[src/rtl/way_write_steer_if.sv]
// Interface bundle for way_write_steer.
// Purpose : carries the write request, the read-hit touch strobe and the
//           steered way write port between the cache controller (master)
//           and the write steering unit (slave).
// Signals : req_valid/req_ready handshake with index/tag/data/hit/hit_way,
//           touch_valid/touch_index/touch_way LRU strobe,
//           way0_we/way1_we plus shared wr_index/wr_tag/wr_data,
//           done pulse and held done_way.
interface way_write_steer_if #(
   parameter int INDEX_W = 3,
   parameter int TAG_W   = 3,
   parameter int DATA_W  = 8
);
   logic               req_valid;
   logic               req_ready;
   logic [INDEX_W-1:0] req_index;
   logic [TAG_W-1:0]   req_tag;
   logic [DATA_W-1:0]  req_data;
   logic               req_hit;
   logic               req_hit_way;

   logic               touch_valid;
   logic [INDEX_W-1:0] touch_index;
   logic               touch_way;

   logic               way0_we;
   logic               way1_we;
   logic [INDEX_W-1:0] wr_index;
   logic [TAG_W-1:0]   wr_tag;
   logic [DATA_W-1:0]  wr_data;
   logic               done;
   logic               done_way;

   modport master (
      output req_valid,
      output req_index,
      output req_tag,
      output req_data,
      output req_hit,
      output req_hit_way,
      output touch_valid,
      output touch_index,
      output touch_way,
      input  req_ready,
      input  way0_we,
      input  way1_we,
      input  wr_index,
      input  wr_tag,
      input  wr_data,
      input  done,
      input  done_way
   );

   modport slave (
      input  req_valid,
      input  req_index,
      input  req_tag,
      input  req_data,
      input  req_hit,
      input  req_hit_way,
      input  touch_valid,
      input  touch_index,
      input  touch_way,
      output req_ready,
      output way0_we,
      output way1_we,
      output wr_index,
      output wr_tag,
      output wr_data,
      output done,
      output done_way
   );
endinterface

[src/rtl/way_write_steer.sv]
// Write-side way steering for a 2-way set-associative cache.
// Purpose : accepts one write (hit update or miss fill), picks the target
//           way from hit info, per-set valid bits and a per-set LRU bit,
//           pulses exactly one way write enable and keeps LRU current.
// Ports   : clk, rst (async, active high)
//           bus (slave) : request handshake, touch strobe, way write
//                         enables, registered index/tag/data, done/done_way.
module way_write_steer #(
   parameter int INDEX_W = 3,
   parameter int TAG_W   = 3,
   parameter int DATA_W  = 8
) (
   input  logic             clk,
   input  logic             rst,
   way_write_steer_if.slave bus
);

   localparam int SETS = 1 << INDEX_W;

   typedef enum logic [1:0] {
      IDLE   = 2'd0,
      SELECT = 2'd1,
      WRITE  = 2'd2,
      DONE   = 2'd3
   } state_t;

   state_t state_q;
   state_t state_d;

   logic [INDEX_W-1:0] idx_q;
   logic [TAG_W-1:0]   tag_q;
   logic [DATA_W-1:0]  data_q;
   logic               hit_q;
   logic               hit_way_q;
   logic               tgt_q;
   logic               done_way_q;

   logic [SETS-1:0]    valid0_q;
   logic [SETS-1:0]    valid1_q;
   logic [SETS-1:0]    lru_q;

   logic               sel_way;
   logic               accept;
   logic               ready_c;
   logic               we0_c;
   logic               we1_c;
   logic               done_c;

   assign accept = (state_q == IDLE) && bus.req_valid;

   // State register
   always_ff @(posedge clk or posedge rst) begin
      if (rst) begin
         state_q <= IDLE;
      end else begin
         state_q <= state_d;
      end
   end

   // Next state and decoded outputs
   always_comb begin
      state_d = state_q;
      ready_c = 1'b0;
      we0_c   = 1'b0;
      we1_c   = 1'b0;
      done_c  = 1'b0;
      unique case (state_q)
         IDLE: begin
            ready_c = 1'b1;
            if (bus.req_valid) begin
               state_d = SELECT;
            end
         end
         SELECT: begin
            state_d = WRITE;
         end
         WRITE: begin
            we0_c   = ~tgt_q;
            we1_c   = tgt_q;
            state_d = DONE;
         end
         DONE: begin
            done_c  = 1'b1;
            state_d = IDLE;
         end
         default: begin
            state_d = IDLE;
         end
      endcase
   end

   // Request capture; these registers also drive the shared way write bus
   always_ff @(posedge clk or posedge rst) begin
      if (rst) begin
         idx_q     <= '0;
         tag_q     <= '0;
         data_q    <= '0;
         hit_q     <= 1'b0;
         hit_way_q <= 1'b0;
      end else if (accept) begin
         idx_q     <= bus.req_index;
         tag_q     <= bus.req_tag;
         data_q    <= bus.req_data;
         hit_q     <= bus.req_hit;
         hit_way_q <= bus.req_hit_way;
      end
   end

   // Target way: hit way, then first invalid way, then the LRU way
   always_comb begin
      sel_way = lru_q[idx_q];
      if (hit_q) begin
         sel_way = hit_way_q;
      end else if (!valid0_q[idx_q]) begin
         sel_way = 1'b0;
      end else if (!valid1_q[idx_q]) begin
         sel_way = 1'b1;
      end
   end

   always_ff @(posedge clk or posedge rst) begin
      if (rst) begin
         tgt_q <= 1'b0;
      end else if (state_q == SELECT) begin
         tgt_q <= sel_way;
      end
   end

   // done_way is loaded at the end of WRITE so it is already valid
   // while done is high, then held until the next completion.
   always_ff @(posedge clk or posedge rst) begin
      if (rst) begin
         done_way_q <= 1'b0;
      end else if (state_q == WRITE) begin
         done_way_q <= tgt_q;
      end
   end

   // Valid bits are only ever set by a write; hits re-set an already
   // valid line, so nothing is evicted by a hit.
   always_ff @(posedge clk or posedge rst) begin
      if (rst) begin
         valid0_q <= '0;
         valid1_q <= '0;
      end else if (state_q == WRITE) begin
         if (tgt_q) begin
            valid1_q[idx_q] <= 1'b1;
         end else begin
            valid0_q[idx_q] <= 1'b1;
         end
      end
   end

   // Touch is applied first so that a write to the same set in the same
   // cycle overrides it; different sets both update.
   always_ff @(posedge clk or posedge rst) begin
      if (rst) begin
         lru_q <= '0;
      end else begin
         if (bus.touch_valid) begin
            lru_q[bus.touch_index] <= ~bus.touch_way;
         end
         if (state_q == WRITE) begin
            lru_q[idx_q] <= ~tgt_q;
         end
      end
   end

   assign bus.req_ready = ready_c;
   assign bus.way0_we   = we0_c;
   assign bus.way1_we   = we1_c;
   assign bus.done      = done_c;
   assign bus.done_way  = done_way_q;
   assign bus.wr_index  = idx_q;
   assign bus.wr_tag    = tag_q;
   assign bus.wr_data   = data_q;

endmodule

[src/flat_wrapper.sv]
// flat-port wrapper written by rule: the top's interface ports become plain ports
module way_write_steer_flat 
#(
   parameter int INDEX_W = 3,
   parameter int TAG_W   = 3,
   parameter int DATA_W  = 8
)
  (clk, rst, bus_req_valid, bus_req_index, bus_req_tag, bus_req_data, bus_req_hit, bus_req_hit_way, bus_touch_valid, bus_touch_index, bus_touch_way, bus_req_ready, bus_way0_we, bus_way1_we, bus_wr_index, bus_wr_tag, bus_wr_data, bus_done, bus_done_way);
  way_write_steer_if #(.INDEX_W(INDEX_W), .TAG_W(TAG_W), .DATA_W(DATA_W)) bus_i ();
  input  logic clk;
  input  logic rst;
  input wire logic [$bits(bus_i.req_valid)-1:0] bus_req_valid;
  input wire logic [$bits(bus_i.req_index)-1:0] bus_req_index;
  input wire logic [$bits(bus_i.req_tag)-1:0] bus_req_tag;
  input wire logic [$bits(bus_i.req_data)-1:0] bus_req_data;
  input wire logic [$bits(bus_i.req_hit)-1:0] bus_req_hit;
  input wire logic [$bits(bus_i.req_hit_way)-1:0] bus_req_hit_way;
  input wire logic [$bits(bus_i.touch_valid)-1:0] bus_touch_valid;
  input wire logic [$bits(bus_i.touch_index)-1:0] bus_touch_index;
  input wire logic [$bits(bus_i.touch_way)-1:0] bus_touch_way;
  output wire logic [$bits(bus_i.req_ready)-1:0] bus_req_ready;
  output wire logic [$bits(bus_i.way0_we)-1:0] bus_way0_we;
  output wire logic [$bits(bus_i.way1_we)-1:0] bus_way1_we;
  output wire logic [$bits(bus_i.wr_index)-1:0] bus_wr_index;
  output wire logic [$bits(bus_i.wr_tag)-1:0] bus_wr_tag;
  output wire logic [$bits(bus_i.wr_data)-1:0] bus_wr_data;
  output wire logic [$bits(bus_i.done)-1:0] bus_done;
  output wire logic [$bits(bus_i.done_way)-1:0] bus_done_way;
  assign bus_i.req_valid = bus_req_valid;
  assign bus_i.req_index = bus_req_index;
  assign bus_i.req_tag = bus_req_tag;
  assign bus_i.req_data = bus_req_data;
  assign bus_i.req_hit = bus_req_hit;
  assign bus_i.req_hit_way = bus_req_hit_way;
  assign bus_i.touch_valid = bus_touch_valid;
  assign bus_i.touch_index = bus_touch_index;
  assign bus_i.touch_way = bus_touch_way;
  assign bus_req_ready = bus_i.req_ready;
  assign bus_way0_we = bus_i.way0_we;
  assign bus_way1_we = bus_i.way1_we;
  assign bus_wr_index = bus_i.wr_index;
  assign bus_wr_tag = bus_i.wr_tag;
  assign bus_wr_data = bus_i.wr_data;
  assign bus_done = bus_i.done;
  assign bus_done_way = bus_i.done_way;
  way_write_steer #(.INDEX_W(INDEX_W), .TAG_W(TAG_W), .DATA_W(DATA_W)) u_core (.clk(clk), .rst(rst), .bus(bus_i));
endmodule
[config.mk]
export PLATFORM = sky130hd
export DESIGN_NAME = way_write_steer_flat
export DESIGN_NICKNAME = d
export VERILOG_FILES = /design/src/rtl/way_write_steer_if.sv /design/src/rtl/way_write_steer.sv /design/src/flat_wrapper.sv
export SDC_FILE = /design/constraint.sdc
export NUM_CORES = 1
export LEC_CHECK = 0
export ABC_AREA = 0
export CORE_ASPECT_RATIO = 1.2
export CORE_UTILIZATION = 53
export CTS_BUF_LIST = sky130_fd_sc_hd__clkbuf_8
export DETAILED_ROUTE_END_ITERATION = 6
export PLACE_DENSITY_LB_ADDON = 0.05
export SLEW_MARGIN = 15
export SYNTH_ARGS = -nofsm -noshare
export SYNTH_HDL_FRONTEND = slang
export SYNTH_SLANG_ARGS = --single-unit
[constraint.sdc]
create_clock -name clk -period 1.76 [get_ports clk]
set_input_delay 0.44 -clock clk [delete_from_list [all_inputs] [get_ports clk]]
set_output_delay 0.44 -clock clk [all_outputs]
set_load 0.05 [all_outputs]
==> flow_metrics.py, run 1 <==
metrics = {
    "status": {
        "status": "finished clean",
    },
    "pwr": {
        "p_int_mw": 3.269,
        "p_switching_mw": 2.498,
        "leakagePower_nw": 1.232,
        "ir_drop_uv": 1397,
        "power_density_nw_per_um2": 2035,
        "power.share.clock_pct": 11.3,
        "swShare_pct": 43.32,
        "combPwrFrac_pct": 54.1,
        "p_seq_share_pct": 34.6,
    },
    "route": {
        "viasPerCell": 5.621,
        "wl_met3_um": 232,
        "ant_nets": 0,
        "dr.pass1.iters": 5,
        "routed-via-count": 1675,
        "m1WireLength_mm": 1.786,
        "wl_met2_mm": 2.396,
        "wl_per_cell_um": 15.05,
        "drt_iter0_drc": 84,
        "drt_drc_violations_left": 0,
        "wl_mm": 4.484,
        "top_layer": "met4",
    },
    "sta": {
        "slew_violations": 0,
        "worst_slack_ps": 50.30,
        "finClkSkew_ps": 4.416,
        "fin_crit_ps": 1710,
        "finalSetupViolCount": 0,
        "tns_ps": 0,
        "finalHoldViolCount": 0,
        "tightest_slew_ps": 585.0,
        "relSlewSlack_pct": 61.00,
        "max_freq_ghz": 0.5849,
        "fin_crit_sh_pct": 97.14,
        "rsz0062_at_grt": "true",
    },
    "die": {
        "fp.dieH_um": 71.85,
        "die_w_um": 60.21,
        "core_area_sq_um": 3910,
        "ios": 43,
        "fp-row-count": 25,
        "initial_utilization_pct": 55.10,
        "dieArea_sq_um": 4325,
    },
    "synthesis": {
        "ys_seq_area_share_pct": 51.10,
        "synth_common_cells": "dfrtp_1, mux2_2, nor2_1, nand2_1, inv_1",
        "synth_top_area_share_pct": 51.10,
        "synth_edf_count": 0,
        "synth.largest_area_cell": "dfrtp_1",
        "post-synth-top-count-cell": "dfrtp_1",
        "synth_flop_cell": "dfrtp_1",
        "synthTopCellsByArea": "dfrtp_1, mux2_2, nor2_1",
        "syn_area_per_cell_sq_um": 11.11,
        "synth.distinct_cells": 42,
        "synthesis.nets": 222,
        "ys_ff_latch": 44,
        "syn_inst": 194,
        "async_reset_ff_share_pct": 100.0,
        "yosys_warnings": 0,
        "synthesis.area_sq_um": 2155,
    },
    "place": {
        "place_ws_ps": 20.20,
        "place.gp.congestion": 0.9150,
        "dp_hpwl_mm": 3.298,
        "port_buffers": 42,
        "placed_area_sq_um": 2696,
    },
    "layout": {
        "layout-drive-gt1-share_pct": 31.97,
        "synthToLayoutAreaGrowth_pct": 31.53,
        "fin_util_pct": 72.48,
        "multi_input_area_sq_um": 968.4,
        "antenna_cells": 0,
        "finalNetCount": 271,
        "n_fill_cell": 290,
        "regArea_sq_um": 1104,
        "final_cell_area_sq_um": 2834,
    },
    "cts": {
        "cts.clk_slew.worst_paths_ps": 80,
        "htreeDepth": 2,
        "cts-hold-fix-buffers": 0,
        "clock-root-buffer": "clkbuf_8",
        "cts.path.max_buffers": 2,
        "cts_tree": "built",
        "clock_sinks": 44,
        "cts-buffers-inserted": 5,
        "clkLatencyLatePin_ps": 300,
    },
    "setup_path": {
        "required_ps": 1320,
        "critPathLaunchType": "flop",
        "end_kind": "output pin",
        "path_max_fanout": 5,
        "cp_data_arrival_time_ps": 1270,
        "reg2reg_depth": 4,
        "crit_type": "flop to output pin",
    },
    "flow_run": {
        "max-cap-violations": 0,
    },
    "global_route": {
        "grt_first_pass_wirelength_mm": 7.403,
        "grt_max_degree": 38,
        "antenna_found_initial": 0,
        "grt_pass1_vias": 1680,
        "grt_overflow": 0,
        "grt_use_total_pct": 22.91,
    },
    "min_path": {
        "worstHoldPathType": "primary input to asynchronous set/reset pin",
    },
}
[final timing paths]
path	start	to	slack, ps
max	u_core.state_q[1]	bus_req_ready	50
min	rst	u_core.bus.wr_tag[2]	400
max reg2reg	u_core.bus.wr_index[2]	u_core.lru_q[1]	190
min reg2reg	u_core.valid1_q[6]	u_core.valid1_q[6]	460
max in group asynchronous	rst	u_core.tgt_q	850
min in group clk	u_core.valid1_q[6]	u_core.valid1_q[6]	460
[kinds of logic after synthesis]
group | Yosys count | share of synthesized area (%)
fa+ha+maj | 4 | 2.323
flops | 44 | 51.10
buf+inv | 20 | 5.110
mux | 21 | 10.69
compound gates | 37 | 12.14
simple gates | 68 | 18.64
[cell type report]
cell class | count | area share, %
multi-input combinational | 130 | 34.17
tap | 54 | 2.384
timing repair buffer | 53 | 20.04
inverter | 9 | 1.192
clock inverter | 2 | 0.3532
sequential | 44 | 38.94
clock buffer | 6 | 2.914
[worst max-delay path, stage by stage, from the launching register on]
cell	delay, ps
dfrtp_1	430
inv_1	130
ha_2	270
buf_12	150
[flip-flops by register name, summed over array words and instances (netlist names)]
signal	flops
u_core.state_q	2
u_core.hit_q	1
u_core.valid0_q	8
u_core.tgt_q	1
u_core.bus.wr_data	8
u_core.bus.wr_index	3
u_core.bus.wr_tag	3
u_core.hit_way_q	1
u_core.lru_q	8
u_core.bus.done_way	1
u_core.valid1_q	8
[repair_timing]
action,CTS,global route
pin swaps,0,0
setup endpoints to repair,2,4
resized for setup,5,3
setup buffers,2,1
[per-layer routing]
layer / track usage [%] / vias up
li1: - / 781
met1: 27.53 / 826
met2: 38.71 / 61
met3: 6.498 / 7
met4: 7.494 / 0
met5: 0 / -
[power by group through the flow]
stage | Combinational, mW | Clock, mW | Sequential (mW)
finish | 3.12 | 0.653 | 1.99
global route | 3.32 | 0.715 | 2.06
CTS | 3.11 | 0.667 | 1.98
detailed placement | 3.03 | 0 | 1.99
global placement | 2.96 | 0 | 1.97
floorplan | 1.59 | 0 | 2.39
[stage by stage]
step	hold WS (ps)	total power, mW	std cells
4_1_cts	400.3	5.755	297
3_5_place_dp	451.7	5.016	287
3_3_place_gp	437.2	4.924	287
6_report	398.7	5.767	298
5_1_grt	417.0	6.098	298
2_1_floorplan	419.9	3.977	194
[cell usage in the layout, fill, tap and decap left out, types with 6 or more instances in the layout]
cell type	n
a21oi_1	6
buf_12	9
buf_4	21
clkbuf_8	6
clkdlybuf4s50_1	23
dfrtp_1	42
inv_1	7
mux2_2	16
nand2_1	13
nor2_1	16
o21ai_0	7
Note: power is estimated with default switching activity, not from simulation.
==> run 2, diff against run 1 <==
- CORE_UTILIZATION: 53 -> 45
==> run 2 against run 1 <==
  * Power grew 0.66%
  * Clock power shrank 5.5%
  * Worst hold slack gained 58 ps
  * Critical path type unchanged
==> flow_metrics.py, run 2 (synthesized netlist as in run 1, its figures left out) <==
metrics = {
    "layout": {
        "regArea_sq_um": 1102,
        "stdcell_count": 306,
        "multi_input_area_sq_um": 968.4,
        "fin_util_pct": 62.36,
        "finalNetCount": 275,
        "layout-drive-gt1-share_pct": 31.85,
        "synthToLayoutAreaGrowth_pct": 32.99,
        "final_common_cell": "dfrtp_1",
        "final_cell_mix": "dfrtp_1, buf_4, clkdlybuf4s50_1",
        "n_fill_cell": 407,
        "antenna_cells": 0,
    },
    "setup_path": {
        "crit_type": "flop to output pin",
        "path_max_fanout": 3,
        "end_kind": "output pin",
        "startpoint": "u_core.state_q[0]",
        "required_ps": 1320,
        "r2r_start": "u_core.state_q[0]",
        "critPathLaunchType": "flop",
        "cp_data_arrival_time_ps": 1280,
        "reg2reg_depth": 7,
    },
    "global_route": {
        "grt_use_total_pct": 20.68,
        "grt_overflow": 0,
        "grt_pass1_vias": 1606,
        "grt_max_degree": 32,
        "antenna_found_initial": 0,
        "grt_first_pass_wirelength_mm": 7.734,
    },
    "pwr": {
        "p_switching_mw": 2.491,
        "p_int_mw": 3.314,
        "ir_drop_uv": 1102,
        "power_density_nw_per_um2": 2026,
        "leakagePower_nw": 1.255,
        "combPwrFrac_pct": 55.6,
        "power.share.clock_pct": 10.6,
        "p_seq_share_pct": 33.7,
        "swShare_pct": 42.91,
    },
    "min_path": {
        "worstHoldPathType": "flop to flop",
        "worstHoldStart": "u_core.valid1_q[1]",
        "hold_depth": 1,
    },
    "cts": {
        "clock-root-buffer": "clkbuf_8",
        "cts-buffers-inserted": 5,
        "cts.path.max_buffers": 2,
        "clock_sinks": 44,
        "cts_tree": "built",
        "htreeDepth": 2,
        "clkLatencyLatePin_ps": 290,
        "cts.clk_slew.worst_paths_ps": 80,
    },
    "status": {
        "status": "finished clean",
    },
    "die": {
        "fp-row-count": 27,
        "initial_utilization_pct": 46.90,
        "fp.dieH_um": 77.80,
        "core_area_sq_um": 4594,
        "die_w_um": 65.17,
        "ios": 43,
        "dieArea_sq_um": 5070,
    },
    "route": {
        "dr.pass1.iters": 4,
        "viasPerCell": 5.350,
        "wl_mm": 4.664,
        "routed-via-count": 1637,
        "drt_drc_violations_left": 0,
        "wl_per_cell_um": 15.24,
        "ant_nets": 0,
        "drt_iter0_drc": 45,
    },
    "sta": {
        "rsz0062_at_grt": "true",
        "fin_crit_ps": 1720,
        "fin_crit_sh_pct": 97.73,
        "tightest_slew_ps": 405.7,
        "finalSetupViolCount": 0,
        "slew_violations": 0,
        "relSlewSlack_pct": 72.96,
        "whs_ps": 457.0,
        "max_freq_ghz": 0.5814,
        "tns_ps": 0,
        "finalHoldViolCount": 0,
        "finClkSkew_ps": 8.347,
    },
    "place": {
        "place.gp.congestion": 0.8051,
        "place_inst": 296,
        "dp_hpwl_mm": 3.526,
        "port_buffers": 42,
    },
    "flow_run": {
        "max-cap-violations": 0,
    },
}
run 2: cell count changes in the layout (fill, tap and decap cells not counted):
cell | before | now
inv_1 | 7 | 9
clkinv_2 | 2 | 0
dfrtp_1 | 42 | 43
dfrtp_2 | 2 | 1
buf_4 | 21 | 25
run 2: stage by stage:
step / worst slack, ps / total power [mW] / area [sq um]
finish: 39.99 / 5.805 / 2865
detailed placement: 25.25 / 5.133 / 2739
floorplan: 24.44 / 3.977 / 2160
CTS: -1.075 / 5.821 / 2850
global route: -21.18 / 6.178 / 2865
global placement: 83.77 / 5.039 / 2739
run 2: area by class of cell:
type                            instances  share of cell area [%]
Clock buffer                            6                   2.882
Clock inverter                          2                  0.2620
Inverter                                9                   1.179
Multi-Input combinational cell        130                   33.80
Sequential cell                        44                   38.47
Tap cell                               58                   2.533
Timing Repair Buffer                   57                   20.87
run 2: what timing repair did:
action,CTS,global route
buffers inserted,0,2
hold buffers,0,0
gates resized for setup,7,0
setup endpoints to repair,3,3
run 2: layer usage:
metal | global-route usage [%] | wire length [um] | vias up
met5 | 0 | 0 | -
met3 | 4.559 | 178 | 5
met2 | 35.36 | 2521 | 46
li1 | - | - | 788
met1 | 24.36 | 1877 | 798
met4 | 9.130 | 87 | 0
run 2: worst paths after layout:
check	endpoint	slack [ps]
max	bus_way1_we	40
min	u_core.valid1_q[1]	460
max reg2reg	u_core.valid0_q[4]	210
min reg2reg	u_core.valid1_q[1]	460
max in group asynchronous	u_core.bus.wr_index[0]	900
min in group asynchronous	u_core.bus.wr_data[4]	470
run 2: critical path: stages (launching register included):
cell     delay [ps]
dfrtp_1         410
inv_2           100
ha_4            160
nand2_2          70
inv_2           120
buf_12          140
run 2: power by group through the flow:
stage / combinational (mW) / sequential (mW) / clock [mW]
final: 3.23 / 1.96 / 0.617
after global routing: 3.47 / 2.03 / 0.680
after CTS: 3.21 / 1.96 / 0.646
after detailed placement: 3.17 / 1.96 / 0
after global placement: 3.11 / 1.93 / 0
after floorplan: 1.59 / 2.39 / 0
